==> src/rtl/fpga_operand_entry_pkg.sv <==
// Shared types for the ALU harness operand-entry front end.
// Entry FSM states, key roles and switch field positions live here.
package fpga_operand_entry_pkg;

  localparam int WORD_W_DEF = 32;

  typedef logic [WORD_W_DEF-1:0] word_t;
  typedef logic [3:0]            aluop_t;

  typedef enum logic [1:0] {
    ENTER_A  = 2'd0,
    ENTER_B  = 2'd1,
    ENTER_OP = 2'd2,
    SHOW     = 2'd3
  } entry_state_t;

  localparam int KEY_COMMIT  = 0;
  localparam int KEY_ABORT   = 1;
  localparam int SW_SIGN_BIT = 16;
  localparam int SW_EXT_BIT  = 17;

  function automatic logic [3:0] state_onehot(input entry_state_t s);
    logic [3:0] led;
    led = 4'b0001;
    case (s)
      ENTER_A:  led = 4'b0001;
      ENTER_B:  led = 4'b0010;
      ENTER_OP: led = 4'b0100;
      SHOW:     led = 4'b1000;
      default:  led = 4'b0001;
    endcase
    return led;
  endfunction

endpackage

==> src/rtl/key_debounce.sv <==
// One active-low pushbutton: 2-flop sync, stability counter, debounced level, press strobe.
// Latency: raw low at edge E -> press high after edge E+2+DEBOUNCE_CYCLES.
// No backpressure; press is a single-cycle strobe per accepted released->pressed change.
module key_debounce #(
  parameter int DEBOUNCE_CYCLES = 1000000
) (
  input  logic clk,
  input  logic rst_n,
  input  logic key,
  output logic level,
  output logic press
);

  localparam int CW = $clog2(DEBOUNCE_CYCLES + 1);

  logic          sync_1;
  logic          sync_2;
  logic [CW-1:0] cnt;
  logic          accept;

  // Accept the new level once the disagreement has persisted for the full window.
  assign accept = (sync_2 != level) && (cnt == CW'(DEBOUNCE_CYCLES));

  always_ff @(posedge clk or negedge rst_n) begin
    if (!rst_n) begin
      sync_1 <= 1'b1;
      sync_2 <= 1'b1;
      level  <= 1'b1;
      cnt    <= '0;
      press  <= 1'b0;
    end else begin
      sync_1 <= key;
      sync_2 <= sync_1;
      press  <= accept && !sync_2;
      if (sync_2 == level) begin
        cnt <= '0;
      end else if (accept) begin
        level <= sync_2;
        cnt   <= '0;
      end else begin
        cnt <= cnt + CW'(1);
      end
    end
  end

endmodule

==> src/rtl/fpga_operand_entry.sv <==
// Board KEY/SW front end: synchronizes switches, debounces keys, walks A -> B -> OP -> SHOW entry.
// Latency: registered outputs update one edge after the debounced commit/abort strobe.
// No backpressure; abort overrides a same-cycle commit and nothing loads.
module fpga_operand_entry
  import fpga_operand_entry_pkg::*;
#(
  parameter int DEBOUNCE_CYCLES = 1000000,
  parameter int WORD_W          = 32,
  parameter int SW_W            = 16
) (
  input  logic              CLK,
  input  logic              nRST,
  input  logic [3:0]        KEY,
  input  logic [SW_W+1:0]   SW,
  output logic [WORD_W-1:0] porta,
  output logic [WORD_W-1:0] portb,
  output logic [3:0]        aluop,
  output logic              opvalid,
  output logic [3:0]        state_led,
  output logic [3:0]        key_pulse
);

  localparam int EXT_W = WORD_W - SW_W;

  logic [SW_W+1:0]   sw_sync_1;
  logic [SW_W+1:0]   sw_sync;
  logic [3:0]        key_level;
  logic [WORD_W-1:0] value;
  logic              ext_bit;

  entry_state_t state;
  entry_state_t state_nxt;
  logic         load_a;
  logic         load_b;
  logic         load_op;

  for (genvar i = 0; i < 4; i++) begin : g_key
    key_debounce #(
      .DEBOUNCE_CYCLES(DEBOUNCE_CYCLES)
    ) u_key (
      .clk  (CLK),
      .rst_n(nRST),
      .key  (KEY[i]),
      .level(key_level[i]),
      .press(key_pulse[i])
    );
  end

  always_ff @(posedge CLK or negedge nRST) begin
    if (!nRST) begin
      sw_sync_1 <= '0;
      sw_sync   <= '0;
    end else begin
      sw_sync_1 <= SW;
      sw_sync   <= sw_sync_1;
    end
  end

  // Zero-extend unless extend mode is on and the sign switch is set.
  assign ext_bit = sw_sync[SW_EXT_BIT] & sw_sync[SW_SIGN_BIT];
  assign value   = {{EXT_W{ext_bit}}, sw_sync[SW_W-1:0]};

  always_comb begin
    state_nxt = state;
    load_a    = 1'b0;
    load_b    = 1'b0;
    load_op   = 1'b0;
    if (key_pulse[KEY_ABORT]) begin
      state_nxt = ENTER_A;
    end else if (key_pulse[KEY_COMMIT]) begin
      case (state)
        ENTER_A: begin
          state_nxt = ENTER_B;
          load_a    = 1'b1;
        end
        ENTER_B: begin
          state_nxt = ENTER_OP;
          load_b    = 1'b1;
        end
        ENTER_OP: begin
          state_nxt = SHOW;
          load_op   = 1'b1;
        end
        SHOW:    state_nxt = ENTER_A;
        default: state_nxt = ENTER_A;
      endcase
    end
  end

  always_ff @(posedge CLK or negedge nRST) begin
    if (!nRST) begin
      state <= ENTER_A;
    end else begin
      state <= state_nxt;
    end
  end

  always_ff @(posedge CLK or negedge nRST) begin
    if (!nRST) begin
      porta     <= '0;
      portb     <= '0;
      aluop     <= '0;
      opvalid   <= 1'b0;
      state_led <= 4'b0001;
    end else begin
      if (load_a)  porta <= value;
      if (load_b)  portb <= value;
      if (load_op) aluop <= sw_sync[3:0];
      opvalid   <= (state_nxt == SHOW);
      state_led <= state_onehot(state_nxt);
    end
  end

  logic unused_levels;
  assign unused_levels = ^key_level;

endmodule

==> config.mk <==
export PLATFORM = sky130hd
export DESIGN_NAME = fpga_operand_entry
export DESIGN_NICKNAME = d
export VERILOG_FILES = /design/src/rtl/fpga_operand_entry_pkg.sv /design/src/rtl/key_debounce.sv /design/src/rtl/fpga_operand_entry.sv
export SDC_FILE = /design/constraint.sdc
export NUM_CORES = 1
export LEC_CHECK = 0
export CAP_MARGIN = 20
export CORE_ASPECT_RATIO = 0.7
export CORE_UTILIZATION = 40
export CTS_CLUSTER_SIZE = 12
export DETAILED_ROUTE_END_ITERATION = 10
export PLACE_DENSITY = 0.66
export SLEW_MARGIN = 20
export SYNTH_ARGS = -nofsm -noshare
export SYNTH_HDL_FRONTEND = slang
export SYNTH_SLANG_ARGS = --single-unit
export TNS_END_PERCENT = 20
==> constraint.sdc <==
create_clock -name CLK -period 4.4 [get_ports CLK]
set_input_delay 0.66 -clock CLK [delete_from_list [all_inputs] [get_ports CLK]]
set_output_delay 0.66 -clock CLK [all_outputs]
set_load 0.005 [all_outputs]
After elaboration in Yosys (flattened, before gate mapping) --
Index checks and enable logic that the tools add are counted.
Storage, ports and cells: flip-flop bits (word level) 177, bits in latches 0, RAM bits 0, bits in read-only memories 0, input port bits 24, output and inout bits 77, word-level logic and storage cells 94, memories 0
Cells by class: add/subtract/negate cells 4, multiply operators 0, divide/modulo/power cells 0, magnitude comparators 0, eq/ne operators 18, shift operators 0, multiplexer cells 21, bitwise gates (word level) 5, reductions and logical operators 18
Operator list (number):
- 20-bit 2-to-1 mux | 8
- 20-bit by 1-bit adder with 20-bit output (second input constant) | 4
- 20-bit equality test (second input constant) | 4
- 4-bit case mux with 4 select lines | 1
- 1-bit 2-to-1 mux | 9
- 2-bit equality test (second input constant) | 4
- 1-bit logical AND | 8
- 2-bit case mux with 4 select lines | 1
- 2-bit AND reduction | 4
- 1-bit equality test | 4
- 2-bit by 1-bit equality test with 1-bit output (second input constant) | 2
- 1-bit zero test | 4
- 2-bit zero test | 2
- 2-bit 2-to-1 mux | 2
- 1-bit != test | 4
- 1-bit NOT | 4
- 1-bit bitwise AND | 1

Logic depth before layout (Yosys ltp) --
depth in word-level cells 6, gate-level depth with buffers 7, mapped depth without buffers 6

Cells and area by module --
A second synthesis with hierarchy kept.
Unflattened totals: cell total of the unflattened synthesis 627, area total of the unflattened synthesis 7762.4 um2
Modules (own cells, without submodules):
- key_debounce | instances 4, cells each 113, area an instance 1196.1 um2, seq. area each 604.3 um2
- fpga_operand_entry | instances 1, cells each 175, area an instance 2977.9 um2, seq. area each 2003.2 um2

Worst setup path before layout --
OpenSTA, ideal clock, no wires.
path type register to register, from reg g_key[3].u_key.cnt[13], to reg g_key[3].u_key.level, setup time 82 ps, arrival time 1628 ps, required time 4318 ps, slack 2690 ps, stages on the path, launching flop included 5, path buffers 0, clock period less this slack 1710 ps, cell sequence dfrtp_1 or4_1 nor4_2 nand4_1 mux2_4
Between the ends: cells in the longest elaborated chain, start to end 3
RTL lines:
- from (decl) | RTL line key_debounce.sv:18 | logic [CW-1:0] cnt;
- from (signal assigned) | RTL line key_debounce.sv:41 | cnt <= cnt + CW'(1);
- 20-bit equality test | RTL line key_debounce.sv:22 | assign accept = (sync_2 != level) && (cnt == CW'(DEBOUNCE_CYCLES));
- 1-bit logical AND | RTL line key_debounce.sv:22
- 2-bit AND reduction (no line)
- to (signal assigned) | RTL line key_debounce.sv:38 | level <= sync_2;
- to (decl) | RTL line key_debounce.sv:10 | output logic level,
Every way passes these cells. A chain may end at the register's enable or synchronous reset.

Final worst setup path --
from reg porta[16] (netlist name), to out porta[17]
RTL lines:
- to (decl) | RTL line fpga_operand_entry.sv:15 | output logic [WORD_W-1:0] porta,
No word-level cell between the ends.

==> impl_metrics.py <==
metrics = {
    "clock_tree": {
        "cts_resized": 0,
        "clock-root-buffer": "clkbuf_16",
        "cts_buffer_depth": 2,
        "postCtsSetupBuffers": 0,
        "htreeDepth": 4,
        "cts_buffers": 17,
        "cts_tree": "built",
        "path_clk_slew_ps": 70,
        "cts-hold-fix-buffers": 0,
        "clock_latency_ps": 430,
        "cts.sinks": 176,
    },
    "grt": {
        "grt.total_usage": 0.161,
        "grt_pass1_wl_microns": 24700,
        "antenna_found_initial": 0,
        "grt_pass1_vias": 4904,
        "top_usage_layer": "met2",
        "met1_usage": 0.210,
        "grt_max_degree": 105,
        "grt_use_met2": 0.269,
        "use_met3": 0.0353,
        "grt-ovfl-total": 0,
    },
    "detailed_routing": {
        "wl_microns": 14300,
        "vias": 4977,
        "post_drt_wl_per_cell_microns": 14.8,
        "drt-vias-per-instance": 5.15,
        "drtIter0Drc": 346,
        "drtPass1Iterations": 7,
        "drtAntennaViolNets": 0,
        "drc": 15,
    },
    "sta": {
        "setup_ws_ps": 2100,
        "setup_viol": 0,
        "rsz0062_at_grt": "false",
        "fin_setup_tns_ps": 0,
        "clock_skew_ps": 10.3,
        "hold_violations": 0,
        "fmax_mhz": 435,
        "maxSlewHeadroom": 0.358,
        "drv_slew": 0,
        "min_period_ps": 2300,
        "timing.final.crit_share": 0.522,
        "tightest_slew_ps": 961,
    },
    "worst_setup_path": {
        "crit_arrival_ps": 1640,
        "critPathSlowestCell": "dfrtp_1",
        "cp-start-kind": "flop",
        "critPathRequiredTime_ps": 3740,
        "crit_path_cell_trace": "clkdlybuf4s50_1",
        "critical_path_buf_inv_count": 1,
        "max_stage_delay_ps": 610,
        "worstSetupEndpointType": "primary output",
        "path_max_fanout": 17,
        "cp_top_family": "flip-flops",
        "critPathKind": "reg2out",
    },
    "layout": {
        "finish.utilization": 0.502,
        "nNetsFinal": 752,
        "seq_area_sq_mm": 0.00442,
        "fillCellCount": 1513,
        "syn2layout_area_growth_pct": 21.5,
        "multi_input_area_sq_mm": 0.00268,
        "drive_gt1_frac": 0.134,
        "n_antenna_cell": 0,
    },
    "pwr": {
        "power.share.sequential": 0.491,
        "irDropWorstVdd_mv": 0.235,
        "pwr-share-comb": 0.027,
        "p_sw_frac": 0.219,
        "powerDensity_mw_per_mm2": 372,
        "power.net_switching_uw": 746,
        "leakage_uw": 0.00391,
        "intPower_uw": 2660,
        "clock_power_share": 0.482,
    },
    "logic_synthesis": {
        "synthesis.instances": 647,
        "avgSynthCellArea_sq_um": 11.6,
        "synth_area_sq_mm": 0.00753,
        "synthTopCellsByArea": "dfrtp_1 54%, mux2_2 5.8%, dfstp_2 4.5%",
        "seq_area_frac_synth": 0.587,
        "yosys.area.top_type": "dfrtp_1",
        "synth_seq_cells": 176,
        "ys.warnings.count": 0,
        "synth_cell_types": 41,
        "yosys.area.top_type_share": 0.542,
        "syn_nets": 682,
    },
    "min_path": {
        "worstHoldPathType": "in2async",
    },
    "floorplanning": {
        "core_area_sq_mm": 0.0182,
        "design.die.area_sq_mm": 0.0194,
        "rows": 41,
        "die_h_microns": 117,
        "io_pins": 101,
        "dieWidth_microns": 166,
        "initial_utilization": 0.413,
    },
    "placement": {
        "dp_hpwl_microns": 9520,
        "numPortBuffers": 100,
        "gp_congestion": 0.793,
        "post-place-ws_ps": 2440,
    },
    "status": {
        "outcome": "finished, violations left",
        "violations": "design-rule violations",
    },
    "run": {
        "maxCapViolCount": 0,
    },
}
[sequential cells by signal, summed over array words and instances (netlist names)]
| name | count |
|---|---|
| g_key.u_key.sync_2 | 4 |
| g_key.u_key.cnt | 80 |
| g_key.u_key.level | 4 |
| g_key.u_key.press | 4 |
| sw_sync | 18 |
| sw_sync_1 | 18 |
| porta | 17 |
| g_key.u_key.sync_1 | 4 |
| opvalid | 1 |
| portb | 17 |
| state_led | 3 |
| state | 2 |
| aluop | 4 |
[synth_stat cells (all sizes together)]
| master | n |
|---|---|
| nor4bb | 4 |
| nand4 | 19 |
| dfrtp | 163 |
| nor4 | 8 |
| a41o | 1 |
| nand3 | 36 |
| or4 | 12 |
| o21ai | 18 |
| nor2b | 1 |
| or2 | 2 |
| and4 | 9 |
| ha | 11 |
| nand4bb | 2 |
| and3 | 16 |
| a21oi | 24 |
| xnor2 | 21 |
| o31ai | 11 |
| nor4b | 9 |
| mux2i | 1 |
| nor3b | 2 |
| nor2 | 65 |
| nor3 | 9 |
| buf | 44 |
| dfstp | 13 |
| inv | 18 |
| mux2 | 40 |
| and2 | 2 |
| nand2 | 33 |
| clkbuf | 10 |
| xor2 | 32 |
| or3 | 11 |
[logic make-up (layout without fill, tap and decap cells)]
logic type | after synthesis | count (layout) | share of synthesized area
compound gates | 54 | 54 | 0.0409
flops | 176 | 176 | 0.587
mux | 41 | 41 | 0.0617
xor+xnor | 53 | 53 | 0.0617
simple gates | 240 | 240 | 0.174
fa+ha+maj | 11 | 11 | 0.0183
buf+inv | 72 | 155 | 0.0567
[worst paths after layout]
| kind | from | to | slack, ps | depth (start not counted) |
|---|---|---|---|---|
| setup / recovery | porta[16] | porta[17] | 2100 | 1 |
| hold / removal | nRST | g_key[1].u_key.cnt[1] | 340 | 1 |
| min in group CLK | sw_sync_1[3] | sw_sync[3] | 350 | 0 |
| hold reg to reg | sw_sync_1[3] | sw_sync[3] | 350 | 0 |
| setup reg to reg | g_key[3].u_key.cnt[13] | g_key[3].u_key.cnt[4] | 2460 | 4 |
| max in group asynchronous | nRST | state_led[0] | 2980 | 2 |
[power groups by stage]
stage                     Clock [uW]  Combinational, uW  Sequential (uW)
after floorplan                    0               33.6             1690
after global placement             0               91.1             1700
after detailed placement           0               96.2             1700
after CTS                       1680               96.9             1670
after global routing            1760                107             1670
final                           1640               92.3             1670
[layout make-up]
| class | instances | area share |
|---|---|---|
| Timing Repair Buffer | 105 | 0.114 |
| Tap cell | 236 | 0.0323 |
| Clock inverter | 15 | 0.0239 |
| Sequential cell | 176 | 0.483 |
| Clock buffer | 17 | 0.0465 |
| Inverter | 18 | 0.00739 |
| Multi-Input combinational cell | 399 | 0.293 |
[metal layers]
layer  part of all wire  routed length (microns)
met1               0.47                     6700
met2               0.48                     6850
met3              0.039                      553
met4              0.014                      206
met5                  0                        0
[worst reg2reg max path, stage by stage, from the launching register on]
cell     delay [ps]
dfrtp_1         410
or4_1           550
nor4_2          270
a41o_2          480
nor2_1          100
[layout by cell type (no fill, tap or decap), drive strengths merged, types with 16 or more instances in the layout]
cell and count:
a21oi 24, and3 16, clkbuf 17, clkdlybuf4s50 99, dfrtp 163, inv 27, mux2 40, nand2 33
nand3 36, nand4 19, nor2 65, o21ai 18, xnor2 21, xor2 32
[stage by stage]
stage               total power (uW)  hold slack [ps]  std cells  instance area, sq um
floorplan                       1730              331        647                  7530
global placement                1790              333        934                  8500
detailed placement              1800              335        934                  8500
CTS                             3450              350        966                  9150
global route                    3540              355        966                  9150
finish                          3400              339        966                  9150
No activity file was read; power rests on OpenSTA's default activity.
